**config.mk**
```make
export PLATFORM = sky130hd
export DESIGN_NAME = syn_i2c_slave
export DESIGN_NICKNAME = d
export VERILOG_FILES = /design/src/rtl/syn_i2c_slave.sv
export SDC_FILE = /design/constraint.sdc
export NUM_CORES = 1
export LEC_CHECK = 0
export ABC_AREA = 1
export ABC_CLOCK_PERIOD_IN_PS = 2900
export CORE_UTILIZATION = 30
export DETAILED_ROUTE_END_ITERATION = 8
export HOLD_SLACK_MARGIN = 0.08
export SLEW_MARGIN = 20
export SYNTH_ARGS = -nofsm -noshare
export SYNTH_HDL_FRONTEND = slang
export SYNTH_SLANG_ARGS = --single-unit
```
**constraint.sdc**
```tcl
create_clock -name clk_ir -period 2.9 [get_ports clk_ir]
set_clock_uncertainty 0.1 [all_clocks]
set_input_delay 0.435 -clock clk_ir [delete_from_list [all_inputs] [get_ports clk_ir]]
set_output_delay 0.435 -clock clk_ir [all_outputs]
set_load 0.05 [all_outputs]
```
**src/rtl/syn_i2c_slave.sv**
```systemverilog
// I2C responder: synchronizes SCL/SDA, decodes START/STOP, matches a 7-bit address
// and serves a byte-wide register bank through a pointer-based write/read protocol.
module syn_i2c_slave #(
    parameter logic [6:0] SLAVE_ADDR = 7'h1A,
    parameter int         DEPTH      = 16,
    localparam int        PTR_W      = $clog2(DEPTH)
) (
    input  logic             clk_ir,
    input  logic             rst_il,
    input  logic             scl_i,
    input  logic             sda_i,
    output logic             sda_o,
    output logic             release_sda,
    output logic             wr_valid_o,
    output logic [PTR_W-1:0] wr_addr_o,
    output logic [7:0]       wr_data_o,
    input  logic [PTR_W-1:0] lcl_raddr_i,
    output logic [7:0]       lcl_rdata_o
);

    typedef enum logic [3:0] {
        S_IDLE, S_ADDR, S_ADDR_ACK, S_PTR, S_PTR_ACK,
        S_WDATA, S_WDATA_ACK, S_RDATA, S_RDATA_ACK, S_WAIT_STOP
    } state_t;

    // [0] metastable stage, [1] synchronized value, [2] previous synchronized value
    logic [2:0]       r_scl_sync;
    logic [2:0]       r_sda_sync;
    state_t           r_state;
    logic [2:0]       r_bit_cnt;
    logic [7:0]       r_shift;
    logic [PTR_W-1:0] r_ptr;
    logic             r_rw;
    logic             r_ack_ph;
    logic             r_release;
    logic             r_wr_valid;
    logic [PTR_W-1:0] r_wr_addr;
    logic [7:0]       r_wr_data;
    logic [7:0]       r_regs [DEPTH];

    logic             w_scl;
    logic             w_sda;
    logic             w_scl_rise;
    logic             w_scl_fall;
    logic             w_start;
    logic             w_stop;
    logic [7:0]       w_byte;
    logic             w_last_bit;

    assign w_scl      = r_scl_sync[1];
    assign w_sda      = r_sda_sync[1];
    assign w_scl_rise = w_scl & ~r_scl_sync[2];
    assign w_scl_fall = ~w_scl & r_scl_sync[2];
    assign w_start    = w_scl & r_scl_sync[2] & ~w_sda & r_sda_sync[2];
    assign w_stop     = w_scl & r_scl_sync[2] & w_sda & ~r_sda_sync[2];
    assign w_byte     = {r_shift[6:0], w_sda};
    assign w_last_bit = (r_bit_cnt == 3'd7);

    assign sda_o       = 1'b0;
    assign release_sda = r_release;
    assign wr_valid_o  = r_wr_valid;
    assign wr_addr_o   = r_wr_addr;
    assign wr_data_o   = r_wr_data;
    assign lcl_rdata_o = r_regs[lcl_raddr_i];

    // Two-flop synchronizers plus one history flop for edge detection
    always_ff @(posedge clk_ir or negedge rst_il) begin
        if (!rst_il) begin
            r_scl_sync <= 3'b111;
            r_sda_sync <= 3'b111;
        end else begin
            r_scl_sync <= {r_scl_sync[1:0], scl_i};
            r_sda_sync <= {r_sda_sync[1:0], sda_i};
        end
    end

    // Protocol FSM, register bank and registered bus/write-port outputs
    always_ff @(posedge clk_ir or negedge rst_il) begin
        if (!rst_il) begin
            r_state    <= S_IDLE;
            r_bit_cnt  <= 3'd0;
            r_shift    <= 8'h00;
            r_ptr      <= '0;
            r_rw       <= 1'b0;
            r_ack_ph   <= 1'b0;
            r_release  <= 1'b1;
            r_wr_valid <= 1'b0;
            r_wr_addr  <= '0;
            r_wr_data  <= 8'h00;
            for (int i = 0; i < DEPTH; i++) begin
                r_regs[i] <= 8'h00;
            end
        end else begin
            r_wr_valid <= 1'b0;
            if (w_start) begin
                r_state   <= S_ADDR;
                r_bit_cnt <= 3'd0;
                r_ack_ph  <= 1'b0;
                r_release <= 1'b1;
            end else if (w_stop) begin
                r_state   <= S_IDLE;
                r_ack_ph  <= 1'b0;
                r_release <= 1'b1;
            end else begin
                case (r_state)
                    S_IDLE: begin
                        r_release <= 1'b1;
                    end
                    S_ADDR: begin
                        if (w_scl_rise) begin
                            r_shift <= w_byte;
                            if (w_last_bit) begin
                                r_bit_cnt <= 3'd0;
                                r_rw      <= w_sda;
                                r_state   <= (w_byte[7:1] == SLAVE_ADDR) ? S_ADDR_ACK : S_WAIT_STOP;
                            end else begin
                                r_bit_cnt <= r_bit_cnt + 3'd1;
                            end
                        end
                    end
                    S_PTR: begin
                        if (w_scl_rise) begin
                            r_shift <= w_byte;
                            if (w_last_bit) begin
                                r_bit_cnt <= 3'd0;
                                r_ptr     <= w_byte[PTR_W-1:0];
                                r_state   <= S_PTR_ACK;
                            end else begin
                                r_bit_cnt <= r_bit_cnt + 3'd1;
                            end
                        end
                    end
                    S_WDATA: begin
                        if (w_scl_rise) begin
                            r_shift <= w_byte;
                            if (w_last_bit) begin
                                r_bit_cnt     <= 3'd0;
                                r_regs[r_ptr] <= w_byte;
                                r_wr_valid    <= 1'b1;
                                r_wr_addr     <= r_ptr;
                                r_wr_data     <= w_byte;
                                r_ptr         <= r_ptr + 1'b1;
                                r_state       <= S_WDATA_ACK;
                            end else begin
                                r_bit_cnt <= r_bit_cnt + 3'd1;
                            end
                        end
                    end
                    // First fall pulls SDA low for the ACK slot, second fall ends it
                    S_ADDR_ACK, S_PTR_ACK, S_WDATA_ACK: begin
                        if (w_scl_fall) begin
                            if (!r_ack_ph) begin
                                r_ack_ph  <= 1'b1;
                                r_release <= 1'b0;
                            end else begin
                                r_ack_ph  <= 1'b0;
                                r_bit_cnt <= 3'd0;
                                if (r_state == S_ADDR_ACK && r_rw) begin
                                    r_shift   <= r_regs[r_ptr];
                                    r_release <= r_regs[r_ptr][7];
                                    r_state   <= S_RDATA;
                                end else begin
                                    r_release <= 1'b1;
                                    r_state   <= (r_state == S_ADDR_ACK) ? S_PTR : S_WDATA;
                                end
                            end
                        end
                    end
                    S_RDATA: begin
                        if (w_scl_fall) begin
                            if (w_last_bit) begin
                                r_bit_cnt <= 3'd0;
                                r_release <= 1'b1;
                                r_ptr     <= r_ptr + 1'b1;
                                r_state   <= S_RDATA_ACK;
                            end else begin
                                r_bit_cnt <= r_bit_cnt + 3'd1;
                                r_shift   <= {r_shift[6:0], 1'b0};
                                r_release <= r_shift[6];
                            end
                        end
                    end
                    // r_ack_ph remembers a master ACK until the fall that starts the next byte
                    S_RDATA_ACK: begin
                        if (w_scl_rise) begin
                            if (w_sda) begin
                                r_state <= S_WAIT_STOP;
                            end else begin
                                r_ack_ph <= 1'b1;
                            end
                        end else if (w_scl_fall && r_ack_ph) begin
                            r_ack_ph  <= 1'b0;
                            r_shift   <= r_regs[r_ptr];
                            r_release <= r_regs[r_ptr][7];
                            r_state   <= S_RDATA;
                        end
                    end
                    S_WAIT_STOP: begin
                        r_release <= 1'b1;
                    end
                    default: begin
                        r_state   <= S_IDLE;
                        r_release <= 1'b1;
                    end
                endcase
            end
        end
    end

endmodule
```
Word-level counts from Yosys, hierarchy flattened
Index checks and enable logic that the tools add are counted.
{"block": "word_totals", "reg_bits": 168, "in_bits": 8, "output_inout_bits": 23}
{"block": "op_classes", "add_sub_neg": 2, "n_lt_le_gt_ge": 3, "eq_ne": 44, "mux": 74, "bitwise_logic": 15, "n_reduce_logical": 19}
{"cell": "128-bit bitwise mux", "n": 1}
{"cell": "4-bit 2-to-1 mux", "n": 21}
{"cell": "8-bit binary-select mux with 4-bit select", "n": 2}
{"cell": "7-bit 2-to-1 mux", "n": 8}
{"cell": "4-bit inequality test, second input constant", "n": 12}
{"cell": "8-bit 2-to-1 mux", "n": 5}
{"cell": "8-bit demux with 4-bit select", "n": 1}
{"cell": "4-bit case mux with 7 select lines", "n": 1}
{"cell": "7-bit case mux with 4 select lines", "n": 1}
{"cell": "3-bit 2-to-1 mux", "n": 9}
{"cell": "2-bit inequality test, second input constant", "n": 11}
{"cell": "1-bit 2-to-1 mux", "n": 21}
{"cell": "4-bit by 3-bit equality test with 1-bit output, second input constant", "n": 4}
{"cell": "5-bit inequality test, second input constant", "n": 3}
{"cell": "5-bit AND reduction", "n": 3}
{"cell": "13-bit AND reduction", "n": 1}
{"cell": "4-bit case mux with 3 select lines", "n": 1}
{"cell": "4-bit nonzero test", "n": 3}
{"cell": "11-bit AND reduction", "n": 1}
{"cell": "5-bit >= comparator, second input constant", "n": 2}
{"cell": "4-bit NOT with 5-bit output", "n": 2}
{"cell": "3-bit by 1-bit inequality test with 1-bit output, second input constant", "n": 3}
{"cell": "3-bit inequality test, second input constant", "n": 3}
{"cell": "3-bit case mux with 3 select lines", "n": 1}
{"cell": "other kinds (21)", "n": 37}

Depth between registers and ports, before layout
{"block": "depth", "ltp_word": 10, "ltp_mapped": 12, "ltp_nobuf": 11}

Worst setup path before layout
Ideal clock, no wire load.
{"block": "synth_path", "kind": "input to output", "startpoint": "input port lcl_raddr_i[1]", "endpoint": "output port lcl_rdata_o[3]", "arrival_ns": 2.361, "required_ns": 2.365, "setup_slack_ns": 0.004, "path_stages": 6, "n_path_buf": 2, "cell_sequence": "clkbuf_1 -> clkbuf_1 -> o21ai_0 -> a21oi_1 -> o22ai_1 -> o21ai_0"}
{"block": "synth_via", "elab_chain_len": 4}
{"element": "from (decl)", "line": "17", "source": "input logic [PTR_W-1:0] lcl_raddr_i,"}
{"element": "4-bit NOT with 5-bit output (not written as such)", "line": "64", "source": "assign lcl_rdata_o = r_regs[lcl_raddr_i];"}
{"element": "8-bit binary-select mux with 4-bit select", "line": "64"}
{"element": "8-bit 2-to-1 mux (not written as such) (2 in series)", "line": "64"}
{"element": "to (decl)", "line": "18", "source": "output logic [7:0] lcl_rdata_o"}
No other way between the ends. The select of a mux whose other input is x is not followed.

Final worst setup path
{"block": "layout_path", "startpoint": "input port lcl_raddr_i[2]", "endpoint": "output port lcl_rdata_o[7]"}
The elaborated chain is that of the path after synthesis.

==> results.py <==
metrics = {
    "clock_tree": {
        "clock-root-buffer": "clkbuf_16",
        "post_cts.repair.setup_buffers": 0,
        "clockBufferDepth": 2,
        "htreeDepth": 4,
        "cts_tree": "done",
        "clk_latency_ps": 450,
        "cts_sinks": 168,
        "clk_pin_slew_worst_paths_ps": 70,
        "cts_made_buffers": 17,
    },
    "layout": {
        "diodes": 0,
        "fin_nets": 1282,
        "drive_gt1_frac": 0.103,
        "area_growth_pct": 14.0,
    },
    "synth": {
        "avgSynthCellArea_um2": 7.53,
        "synth_nets": 1282,
        "async_reset_ff_frac": 1.00,
        "synth-edff-count": 0,
        "synthTopCellsByArea": "dfrtp_1 (42%), nand2_1 (14%), o21ai_0 (6.0%)",
        "synth_top_area_share": 0.422,
        "syn_area_mm2": 0.00954,
        "synthCells": 1268,
        "synthTopCellsByCount": "nand2_1 (366), dfrtp_1 (161), o21ai_0 (114), o21ai_1 (114), inv_1 (109)",
        "ys_ff_latch": 168,
        "synth_ff_type": "dfrtp_1",
        "ys_types": 36,
        "yosysSeqAreaShare": 0.441,
        "yosysWarnings": 0,
        "yosysTopAreaCell": "dfrtp_1",
        "yosysMostFrequentCell": "nand2_1",
    },
    "global_route": {
        "grt_pass1_vias": 8154,
        "grt-ovfl-total": 0,
        "grt_usage": 0.184,
        "grt_pass1_wl_um": 46800,
        "antenna_found_initial": 0,
        "grt_max_degree": 123,
    },
    "worst_setup_path": {
        "path_buf_inv": 3,
        "cp.arrival_ps": 2160,
        "crit_family": "buffers and inverters",
        "worst-path-max-fanout": 12,
        "critPathMaxStageDelay_ps": 480,
        "worst-setup-path-type": "in -> out",
        "worstPathCellList": "clkdlybuf4s50_1 > clkinv_1 > nand2_1 > o22ai_1 > o21ai_0 > buf_12",
        "cp.required_ps": 2370,
        "cpMaxStageDelayCell": "clkdlybuf4s50_1",
        "cp-end-kind": "primary output",
        "startpoint_type": "input pin",
    },
    "drt": {
        "dr.pass1.iters": 6,
        "routed_wire_length_per_instance_um": 17.3,
        "drt-total-wl_um": 29100,
        "route.detailed.drc": 0,
        "drt-initial-drc-count": 771,
        "vias_per_cell": 5.10,
        "ant_nets": 0,
        "vias": 8546,
    },
    "floorplan": {
        "ios": 31,
        "die_w_um": 180,
        "die_h_um": 180,
        "core-area_mm2": 0.0309,
        "die-area_mm2": 0.0325,
        "start_util": 0.309,
        "num_rows": 64,
    },
    "timing": {
        "tightest_slew_ps": 934,
        "hold_viol_final": 0,
        "final_max_slew_viol_count": 0,
        "setup_violations": 0,
        "setup_tns_ps": 0,
        "period_minus_slack_ps": 2700,
        "final.setup.worst_slack_ps": 200,
        "rsz0062_at_grt": "no",
        "slew_headroom": 0.376,
        "fmax_mhz": 370,
        "fin_crit_sh": 0.931,
    },
    "status": {
        "outcome": "complete, no violations",
    },
    "power": {
        "powerDensity_mw_per_mm2": 659,
        "finalPower_w": 0.00717,
        "worst_ir_drop_vdd_mv": 0.425,
        "p_leak_nw": 5.06,
    },
    "worst_hold_path": {
        "min_path_type": "reg -> reg",
    },
    "placed_design": {
        "place_congestion": 0.900,
        "io_buffers": 29,
        "place_hpwl_um": 19800,
        "post-place-ws_ps": 195,
    },
    "job": {
        "maxCapViolCount": 0,
    },
}
==> layout by cell type (no fill, tap or decap), drive strengths merged, types with 7 or more instances in the layout <==
master / instances
dfrtp: 161
buf: 42
o211ai: 47
a21oi: 84
dfstp: 7
nand3: 47
clkbuf: 17
nand2: 386
inv: 119
clkinv: 7
o21ai: 242
clkdlybuf4s50: 18
nor2: 72
==> layer usage <==
metal	up-vias	track usage	wire, µm
li1	4184	-	-
met1	4032	0.263	13800
met2	294	0.284	12900
met3	36	0.0329	1840
met4	0	0.0499	515
met5	-	0	0
==> per-stage QoR <==
stage / instances / util / hold slack (ps) / instance area (µm²)
2_1_floorplan: 1268 / - / 39.4 / 9540
6_report: 1677 / 0.352 / 258 / 10900
4_1_cts: 1677 / 0.352 / 259 / 10900
3_5_place_dp: 1644 / 0.332 / 248 / 10300
5_1_grt: 1677 / 0.352 / 261 / 10900
3_3_place_gp: 1644 / 0.332 / 247 / 10300
==> cell type report <==
type                    count  area, µm²
clock buffers              17        425
flip-flops and latches    168       4220
multi-input cells         906       4450
inverters                 114        428
repair buffers             61        694
fillers                  3196      20000
well taps                 396        495
clock inverters            15        178
==> state kept, by name (all words and copies together), names as in the netlist <==
| signal | count |
|---|---|
| wr_addr_o | 4 |
| r_ptr | 4 |
| r_rw | 1 |
| r_ack_ph | 1 |
| wr_valid_o | 1 |
| r_shift | 7 |
| r_bit_cnt | 3 |
| release_sda | 1 |
| r_regs | 128 |
| r_sda_sync | 3 |
| r_scl_sync | 3 |
| r_state | 4 |
| wr_data_o | 8 |
==> worst reg2reg max path: cells and delay by family (launching register included) <==
family	cells	cell delay [ps]
AND/OR/NAND/NOR	5	1050
adder cells (fa/ha/maj)	2	430
buffers and inverters	1	130
AO/OA/AOI/OAI	1	50
flip-flops	1	380
==> logic make-up after synthesis <==
kind of cell    after synthesis  synth area share
simple gates                513             0.233
other cells                   1          0.000393
mux                           1           0.00105
flops                       168             0.441
buf+inv                     194            0.0928
fa+ha+maj                     6           0.00787
compound gates              385             0.223
==> power by group <==
group	leakage (nW)	switching (W)	internal [W]	total, W
Sequential	2.29	0.000120	0.00248	0.00260
Clock	0.289	0.00113	0.00124	0.00236
Combinational	2.48	0.00159	0.000623	0.00221
==> final timing paths <==
check                                from  slack (ps)        endpoint  cells past startpoint
min in group asynchronous          rst_il         480      r_state[0]                      2
max in group asynchronous          rst_il        1460   r_sda_sync[2]                      3
setup / recovery           lcl_raddr_i[2]         200  lcl_rdata_o[7]                      6
hold / removal              r_sda_sync[0]         260   r_sda_sync[1]                      0
hold reg to reg             r_sda_sync[0]         260   r_sda_sync[1]                      0
setup reg to reg             r_bit_cnt[0]         630      r_regs[34]                      9
==> timing repair <==
action	CTS	global route
hold endpoints to repair	61	0
hold buffers	1	0
resized for setup	0	0
Power figures use the tool's default switching activity.
